===== src/rtl/rv_multicycle_ctrl.sv =====
// -----------------------------------------------------------------------------
// rv_multicycle_ctrl
// Multi-cycle control FSM for an RV32I core. Steps each instruction through
// FETCH, DECODE, EXEC, MEM and WB over a single shared memory port and drives
// the datapath controls (sign-extender format, ALU operand/op select, result
// select, register-file write, PC/IR write enables).
//
// Optional feature macro: ILLEGAL_TRAP_EN
//   defined   : an unrecognised opcode in DECODE enters TRAP and stays there
//               until reset; output illegal_instr is high while in TRAP.
//   undefined : an unrecognised opcode retires as a NOP straight from DECODE.
//
// Parameters
//   FETCH_TIMEOUT : mem_ready wait cycles allowed in FETCH/MEM before a
//                   bus_err pulse; 0 disables the check.
//
// Ports
//   clk, reset     : rising-edge clock, asynchronous active-high reset
//   instr          : instruction register contents (valid from DECODE on)
//   mem_ready      : memory completes the current request this cycle
//   branch_taken   : ALU compare result, used in EXEC for branches
//   mem_req/mem_we : memory request / store strobe
//   addr_src       : memory address select (0 PC, 1 ALU result)
//   ir_write       : load IR from memory read data
//   pc_write/pc_src: PC update enable / source (00 PC+4, 01 PC+imm, 10 ALU&~1)
//   sx_type        : sign-extender format (000 I, 001 S, 010 B, 011 U, 100 J)
//   alu_src_b      : ALU operand B select (0 rs2, 1 immediate)
//   alu_op         : 00 add, 01 compare, 10 funct3/funct7 decoded
//   result_src     : write-back select (00 ALU, 01 mem, 10 PC+4, 11 imm)
//   reg_write      : register-file write enable
//   instr_retired  : one-cycle pulse in an instruction's final cycle
//   bus_err        : one-cycle pulse on mem_ready timeout
//   state          : current FSM state encoding, for debug
//   illegal_instr  : (ILLEGAL_TRAP_EN only) high while in TRAP
// -----------------------------------------------------------------------------
module rv_multicycle_ctrl #(
    parameter int FETCH_TIMEOUT = 16
) (
    input  logic        clk,
    input  logic        reset,
    input  logic [31:0] instr,
    input  logic        mem_ready,
    input  logic        branch_taken,
    output logic        mem_req,
    output logic        mem_we,
    output logic        addr_src,
    output logic        ir_write,
    output logic        pc_write,
    output logic [1:0]  pc_src,
    output logic [2:0]  sx_type,
    output logic        alu_src_b,
    output logic [1:0]  alu_op,
    output logic [1:0]  result_src,
    output logic        reg_write,
    output logic        instr_retired,
    output logic        bus_err,
    output logic [2:0]  state
`ifdef ILLEGAL_TRAP_EN
    ,
    output logic        illegal_instr
`endif
);

    typedef enum logic [2:0] {
        S_FETCH  = 3'd0,
        S_DECODE = 3'd1,
        S_EXEC   = 3'd2,
        S_MEM    = 3'd3,
        S_WB     = 3'd4,
        S_TRAP   = 3'd5
    } state_e;

    localparam logic [6:0] OP_LOAD   = 7'b0000011;
    localparam logic [6:0] OP_IMM    = 7'b0010011;
    localparam logic [6:0] OP_AUIPC  = 7'b0010111;
    localparam logic [6:0] OP_STORE  = 7'b0100011;
    localparam logic [6:0] OP_REG    = 7'b0110011;
    localparam logic [6:0] OP_LUI    = 7'b0110111;
    localparam logic [6:0] OP_BRANCH = 7'b1100011;
    localparam logic [6:0] OP_JALR   = 7'b1100111;
    localparam logic [6:0] OP_JAL    = 7'b1101111;

    localparam logic [2:0] SX_I = 3'b000;
    localparam logic [2:0] SX_S = 3'b001;
    localparam logic [2:0] SX_B = 3'b010;
    localparam logic [2:0] SX_U = 3'b011;
    localparam logic [2:0] SX_J = 3'b100;

    // Counter wide enough to hold FETCH_TIMEOUT itself.
    localparam int CNT_W = (FETCH_TIMEOUT > 0) ? $clog2(FETCH_TIMEOUT + 1) : 1;
    localparam logic [CNT_W-1:0] TIMEOUT_C  = CNT_W'(FETCH_TIMEOUT);
    localparam bit               TIMEOUT_EN = (FETCH_TIMEOUT != 0);

    state_e           state_r;
    state_e           state_next_s;
    logic [2:0]       sx_type_r;
    logic [2:0]       sx_next_s;
    logic [CNT_W-1:0] wait_cnt_r;
    logic [CNT_W-1:0] wait_cnt_next_s;
    logic [6:0]       opcode_s;
    logic [4:0]       rd_s;
    logic             legal_s;
    logic             waiting_s;
    logic             timeout_hit_s;
    logic             unused_instr_s;

    assign opcode_s = instr[6:0];
    assign rd_s     = instr[11:7];

    // The upper instruction fields are decoded by the datapath, not here.
    assign unused_instr_s = ^instr[31:12];

    assign sx_type = sx_type_r;
    assign state   = state_r;

`ifdef ILLEGAL_TRAP_EN
    assign illegal_instr = (state_r == S_TRAP);
`endif

    // Opcode legality check used in DECODE.
    always_comb begin
        case (opcode_s)
            OP_LOAD, OP_IMM, OP_AUIPC, OP_STORE, OP_REG,
            OP_LUI, OP_BRANCH, OP_JALR, OP_JAL: legal_s = 1'b1;
            default:                            legal_s = 1'b0;
        endcase
    end

    // A memory wait cycle is one spent in FETCH/MEM without mem_ready; the
    // timeout fires on the wait cycle where the count has reached the limit.
    assign waiting_s     = ((state_r == S_FETCH) || (state_r == S_MEM)) && !mem_ready;
    assign timeout_hit_s = TIMEOUT_EN && waiting_s && (wait_cnt_r == TIMEOUT_C);

    // Next-state and datapath control decode.
    always_comb begin
        state_next_s  = state_r;
        mem_req       = 1'b0;
        mem_we        = 1'b0;
        addr_src      = 1'b0;
        ir_write      = 1'b0;
        pc_write      = 1'b0;
        pc_src        = 2'b00;
        alu_src_b     = 1'b0;
        alu_op        = 2'b00;
        result_src    = 2'b00;
        reg_write     = 1'b0;
        instr_retired = 1'b0;
        bus_err       = 1'b0;

        case (state_r)
            S_FETCH: begin
                mem_req  = 1'b1;
                addr_src = 1'b0;
                if (mem_ready) begin
                    ir_write     = 1'b1;
                    pc_write     = 1'b1;
                    pc_src       = 2'b00;
                    state_next_s = S_DECODE;
                end else if (timeout_hit_s) begin
                    bus_err      = 1'b1;
                    state_next_s = S_FETCH;
                end else begin
                    state_next_s = S_FETCH;
                end
            end

            S_DECODE: begin
                if (legal_s) begin
                    state_next_s = S_EXEC;
                end else begin
`ifdef ILLEGAL_TRAP_EN
                    state_next_s = S_TRAP;
`else
                    // PC already advanced in FETCH, so this is a plain NOP.
                    instr_retired = 1'b1;
                    state_next_s  = S_FETCH;
`endif
                end
            end

            S_EXEC: begin
                case (opcode_s)
                    OP_REG: begin
                        alu_src_b    = 1'b0;
                        alu_op       = 2'b10;
                        state_next_s = S_WB;
                    end
                    OP_IMM: begin
                        alu_src_b    = 1'b1;
                        alu_op       = 2'b10;
                        state_next_s = S_WB;
                    end
                    OP_LOAD, OP_STORE: begin
                        alu_src_b    = 1'b1;
                        alu_op       = 2'b00;
                        state_next_s = S_MEM;
                    end
                    OP_AUIPC: begin
                        alu_src_b    = 1'b1;
                        alu_op       = 2'b00;
                        state_next_s = S_WB;
                    end
                    OP_JALR: begin
                        alu_src_b    = 1'b1;
                        alu_op       = 2'b00;
                        pc_write     = 1'b1;
                        pc_src       = 2'b10;
                        state_next_s = S_WB;
                    end
                    OP_BRANCH: begin
                        alu_op        = 2'b01;
                        pc_write      = branch_taken;
                        pc_src        = 2'b01;
                        instr_retired = 1'b1;
                        state_next_s  = S_FETCH;
                    end
                    OP_JAL: begin
                        pc_write     = 1'b1;
                        pc_src       = 2'b01;
                        state_next_s = S_WB;
                    end
                    OP_LUI: begin
                        state_next_s = S_WB;
                    end
                    default: begin
                        state_next_s = S_FETCH;
                    end
                endcase
            end

            S_MEM: begin
                mem_req  = 1'b1;
                addr_src = 1'b1;
                mem_we   = (opcode_s == OP_STORE);
                if (mem_ready) begin
                    if (opcode_s == OP_STORE) begin
                        instr_retired = 1'b1;
                        state_next_s  = S_FETCH;
                    end else begin
                        state_next_s = S_WB;
                    end
                end else if (timeout_hit_s) begin
                    bus_err      = 1'b1;
                    state_next_s = S_FETCH;
                end else begin
                    state_next_s = S_MEM;
                end
            end

            S_WB: begin
                reg_write = (rd_s != 5'd0);
                case (opcode_s)
                    OP_LOAD:         result_src = 2'b01;
                    OP_JAL, OP_JALR: result_src = 2'b10;
                    OP_LUI:          result_src = 2'b11;
                    default:         result_src = 2'b00;
                endcase
                instr_retired = 1'b1;
                state_next_s  = S_FETCH;
            end

            S_TRAP: begin
`ifdef ILLEGAL_TRAP_EN
                state_next_s = S_TRAP;
`else
                state_next_s = S_FETCH;
`endif
            end

            default: begin
                state_next_s = S_FETCH;
            end
        endcase
    end

    // Sign-extender format is captured in DECODE; R-type and unknown opcodes
    // keep the previous format.
    always_comb begin
        sx_next_s = sx_type_r;
        if (state_r == S_DECODE) begin
            case (opcode_s)
                OP_LOAD, OP_IMM, OP_JALR: sx_next_s = SX_I;
                OP_STORE:                 sx_next_s = SX_S;
                OP_BRANCH:                sx_next_s = SX_B;
                OP_LUI, OP_AUIPC:         sx_next_s = SX_U;
                OP_JAL:                   sx_next_s = SX_J;
                default:                  sx_next_s = sx_type_r;
            endcase
        end else begin
            sx_next_s = sx_type_r;
        end
    end

    // Wait counter restarts on every state change, including a timeout
    // re-entry into FETCH, and only counts wait cycles.
    always_comb begin
        wait_cnt_next_s = '0;
        if ((state_next_s != state_r) || timeout_hit_s) begin
            wait_cnt_next_s = '0;
        end else if (waiting_s && TIMEOUT_EN) begin
            wait_cnt_next_s = wait_cnt_r + CNT_W'(1);
        end else begin
            wait_cnt_next_s = '0;
        end
    end

    // State, sign-extender format and wait counter registers.
    always_ff @(posedge clk or posedge reset) begin
        if (reset) begin
            state_r    <= S_FETCH;
            sx_type_r  <= SX_I;
            wait_cnt_r <= '0;
        end else begin
            state_r    <= state_next_s;
            sx_type_r  <= sx_next_s;
            wait_cnt_r <= wait_cnt_next_s;
        end
    end

endmodule


===== config.mk =====
export PLATFORM = sky130hd
export DESIGN_NAME = rv_multicycle_ctrl
export DESIGN_NICKNAME = d
export VERILOG_FILES = /design/src/rtl/rv_multicycle_ctrl.sv
export SDC_FILE = /design/constraint.sdc
export NUM_CORES = 1
export LEC_CHECK = 0
export ABC_AREA = 1
export CAP_MARGIN = 20
export CORE_MARGIN = 4
export CORE_UTILIZATION = 37
export CTS_BUF_LIST = sky130_fd_sc_hd__clkbuf_4
export DETAILED_ROUTE_END_ITERATION = 8
export HOLD_SLACK_MARGIN = 0.08
export PLACE_DENSITY = 0.78
export SKIP_CTS_REPAIR_TIMING = 1
export SKIP_LAST_GASP = 1
export SYNTH_ARGS = -nofsm -noshare
export SYNTH_HDL_FRONTEND = slang
export SYNTH_SLANG_ARGS = --single-unit

===== constraint.sdc =====
create_clock -name clk -period 1.4 [get_ports clk]
set_input_delay 0.28 -clock clk [delete_from_list [all_inputs] [get_ports clk]]
set_output_delay 0.28 -clock clk [all_outputs]
set_load 0.02 [all_outputs]

==> results.sh <==
export IMPL_leakagePower_nw=1.05
export IMPL_io_buffers=36
export IMPL_ys_ff_latch=11
export IMPL_start_kind="flip-flop"
export IMPL_vias_per_cell=4.89
export IMPL_fmax_ghz=0.568
export IMPL_area_growth_pct=99.3
export IMPL_synth_area_leader_cell="dfrtp_1"
export IMPL_ys_types=25
export IMPL_tightestPinTransition_ns=0.408
export IMPL_cts_sinks=11
export IMPL_vias=1202
export IMPL_routabilityCongestion=0.882
export IMPL_cts_path_max_buffers=2
export IMPL_root_buffer="clkbuf_4"
export IMPL_yosysSeqAreaShare_pct=30.9
export IMPL_clk_latency_ns=0.27
export IMPL_grt_max_degree=12
export IMPL_cts_tree="built"
export IMPL_grt_pass1_vias=1191
export IMPL_grt_pass1_wl_mm=4.85
export IMPL_die_area_um2=3260
export IMPL_drt_pass1_iter_count=4
export IMPL_report_final_setup_viol=15
export IMPL_initial_core_util_pct=39.6
export IMPL_cp_data_required_time_ns=1.12
export IMPL_drt_iter0_drc=12
export IMPL_status="finished, violations left"
export IMPL_hold_viol_final=0
export IMPL_critical_path_slowest_cell="dfrtp_2"
export IMPL_ff_latch_area_um2=279
export IMPL_nets=257
export IMPL_htreeDepth=1
export IMPL_fp_dieH_um=57.1
export IMPL_violations="negative setup slack"
export IMPL_synth_fp_nets=179
export IMPL_fin_util_pct=78.9
export IMPL_worstSetupPathType="reg2out"
export IMPL_drcViolationCount=0
export IMPL_antenna_cells=0
export IMPL_cts_made_buffers=3
export IMPL_worstSetupEndpointType="output pin"
export IMPL_layout_drive_gt1_share_pct=46.3
export IMPL_multiInputGateArea_um2=681
export IMPL_min_period_ns=1.76
export IMPL_critical_path_buf_inv_count=3
export IMPL_cpPeakStageDelay_ns=0.46
export IMPL_hpwl_mm=2.51
export IMPL_p_per_area_nw_per_um2=514
export IMPL_cp_arrival_ns=1.48
export IMPL_worst_slack_ns=-0.359
export IMPL_ys_warn_count=0
export IMPL_cp_max_fo=5
export IMPL_rsz0062_at_grt="yes"
export IMPL_layout_commonest_cell="buf_4"
export IMPL_vdd_drop_max_v=0.000694
export IMPL_synth_area_per_cell_um2=6.33
export IMPL_hp_class="in2async"
export IMPL_wl_per_cell_um=13.0
export IMPL_die_x_um=57.1
export IMPL_cap_violations=0
export IMPL_crit_family="flip-flops"
export IMPL_grt_usage_pct=18.7
export IMPL_mostFrequentLayoutCells="buf_4, nand2_1, inv_1, nor2_1"
export IMPL_fillers=152
export IMPL_yosys_top_cells_area="dfrtp_1, nand2_1, nor2_1, inv_1, nand3_1"
export IMPL_grt_antenna_before_repair=0
export IMPL_fin_worst_skew_ns=0.000548
export IMPL_core_um2=2250
export IMPL_maxSlewHeadroom_pct=72.8
export IMPL_num_rows=17
export IMPL_drt_wl_total_mm=3.19
export IMPL_ioPinCount=57
export IMPL_path_cells="buf_12 -> nand3_4 -> inv_4 -> nand2_2 -> nor2_1 -> nor3_2 -> nand2_1 -> buf_6"
export IMPL_synth_top_area_share_pct=30.9
export IMPL_antenna_left=0
export IMPL_synthCells=141
export IMPL_syn_area_um2=892
export IMPL_path_clk_slew_ns=0.07
export IMPL_grt_overflow=0
export IMPL_drv_slew=0
export IMPL_fin_setup_tns_ns=-3.70
export IMPL_finalCritPeriodShare_pct=126
==> path summary, 6_finish.rpt <==
| kind | start | endpoint | slack [ns] | cells after the start |
|---|---|---|---|---|
| min in group clk | sx_type[0]$_DFFE_PP0P_ | sx_type[0]$_DFFE_PP0P_ | 0.49 | 2 |
| max in group asynchronous | reset | state[0]$_DFF_PP0_ | 0.80 | 2 |
| worst max-delay path | state[1]$_DFF_PP0_ | instr_retired | -0.36 | 8 |
| worst max register to register | state[1]$_DFF_PP0_ | state[1]$_DFF_PP0_ | 0.06 | 6 |
| worst min-delay path | reset | wait_cnt_r[4]$_DFF_PP0_ | 0.29 | 2 |
| worst min register to register | sx_type[0]$_DFFE_PP0P_ | sx_type[0]$_DFFE_PP0P_ | 0.49 | 2 |
==> flip-flops by register name, summed over array words and instances (netlist names) <==
signal,count
state,3
wait_cnt_r,5
sx_type,3
==> per-layer routing <==
| metal | vias up | global-route usage (%) | wire, um |
|---|---|---|---|
| li1 | 602 | - | - |
| met3 | 6 | 4.30 | 145 |
| met5 | - | 0 | 0 |
| met2 | 38 | 34.1 | 1750 |
| met1 | 556 | 21.3 | 1240 |
| met4 | 0 | 5.96 | 57 |
==> layout make-up <==
cell class / instances / area share (%)
clock buffers: 4 / 1.69
inverters: 26 / 5.91
multi-input cells: 103 / 38.3
flip-flops and latches: 11 / 15.7
well taps: 28 / 1.97
repair buffers: 74 / 36.5
==> cell families (layout without fill, tap and decap cells) <==
group	after synthesis	count (layout)	share of synthesized area [%]
AOI/OAI and AO/OA	10	10	6.87
and+or+nand+nor	89	89	45.3
buffers and inverters	27	104	12.2
adders and majority gates	2	2	2.80
DFF	11	11	30.9
xor gates and xnor gates	2	2	1.96
==> stage by stage <==
| step | hold WS (ns) | power, W | instances | worst slack, ns | instance area (um2) |
|---|---|---|---|---|---|
| detailed placement | 0.464 | 0.000683 | 240 | -1.10 | 1690 |
| global route | 0.344 | 0.000974 | 246 | -0.469 | 1780 |
| CTS | 0.291 | 0.000928 | 244 | -1.10 | 1720 |
| floorplan | 0.132 | 0.000501 | 141 | -0.0207 | 1020 |
| finish | 0.291 | 0.000913 | 246 | -0.359 | 1780 |
| global placement | 0.463 | 0.000670 | 240 | -1.07 | 1690 |
==> Yosys cell counts <==
cell type,number
nand2_1,33
nor2_2,2
o211ai_1,1
nand3_1,17
or2_2,1
ha_1,2
a21boi_0,1
dfrtp_1,11
nor4_1,1
nor3_1,3
inv_2,3
o21a_1,1
nor2_1,24
nand4_1,3
xnor2_1,1
or2_1,1
buf_6,1
xor2_1,1
inv_1,23
nand2_4,1
o21ai_0,3
nor3_4,1
a21oi_1,3
nand2_2,2
o41ai_1,1
==> power by group <==
part	internal, W	switching (W)	total (W)
Sequential	0.000337	0.0000150	0.000352
Combinational	0.000153	0.000172	0.000325
Clock	0.000130	0.000106	0.000236
Total	0.000620	0.000294	0.000913
(Power assumes the default switching activity.)
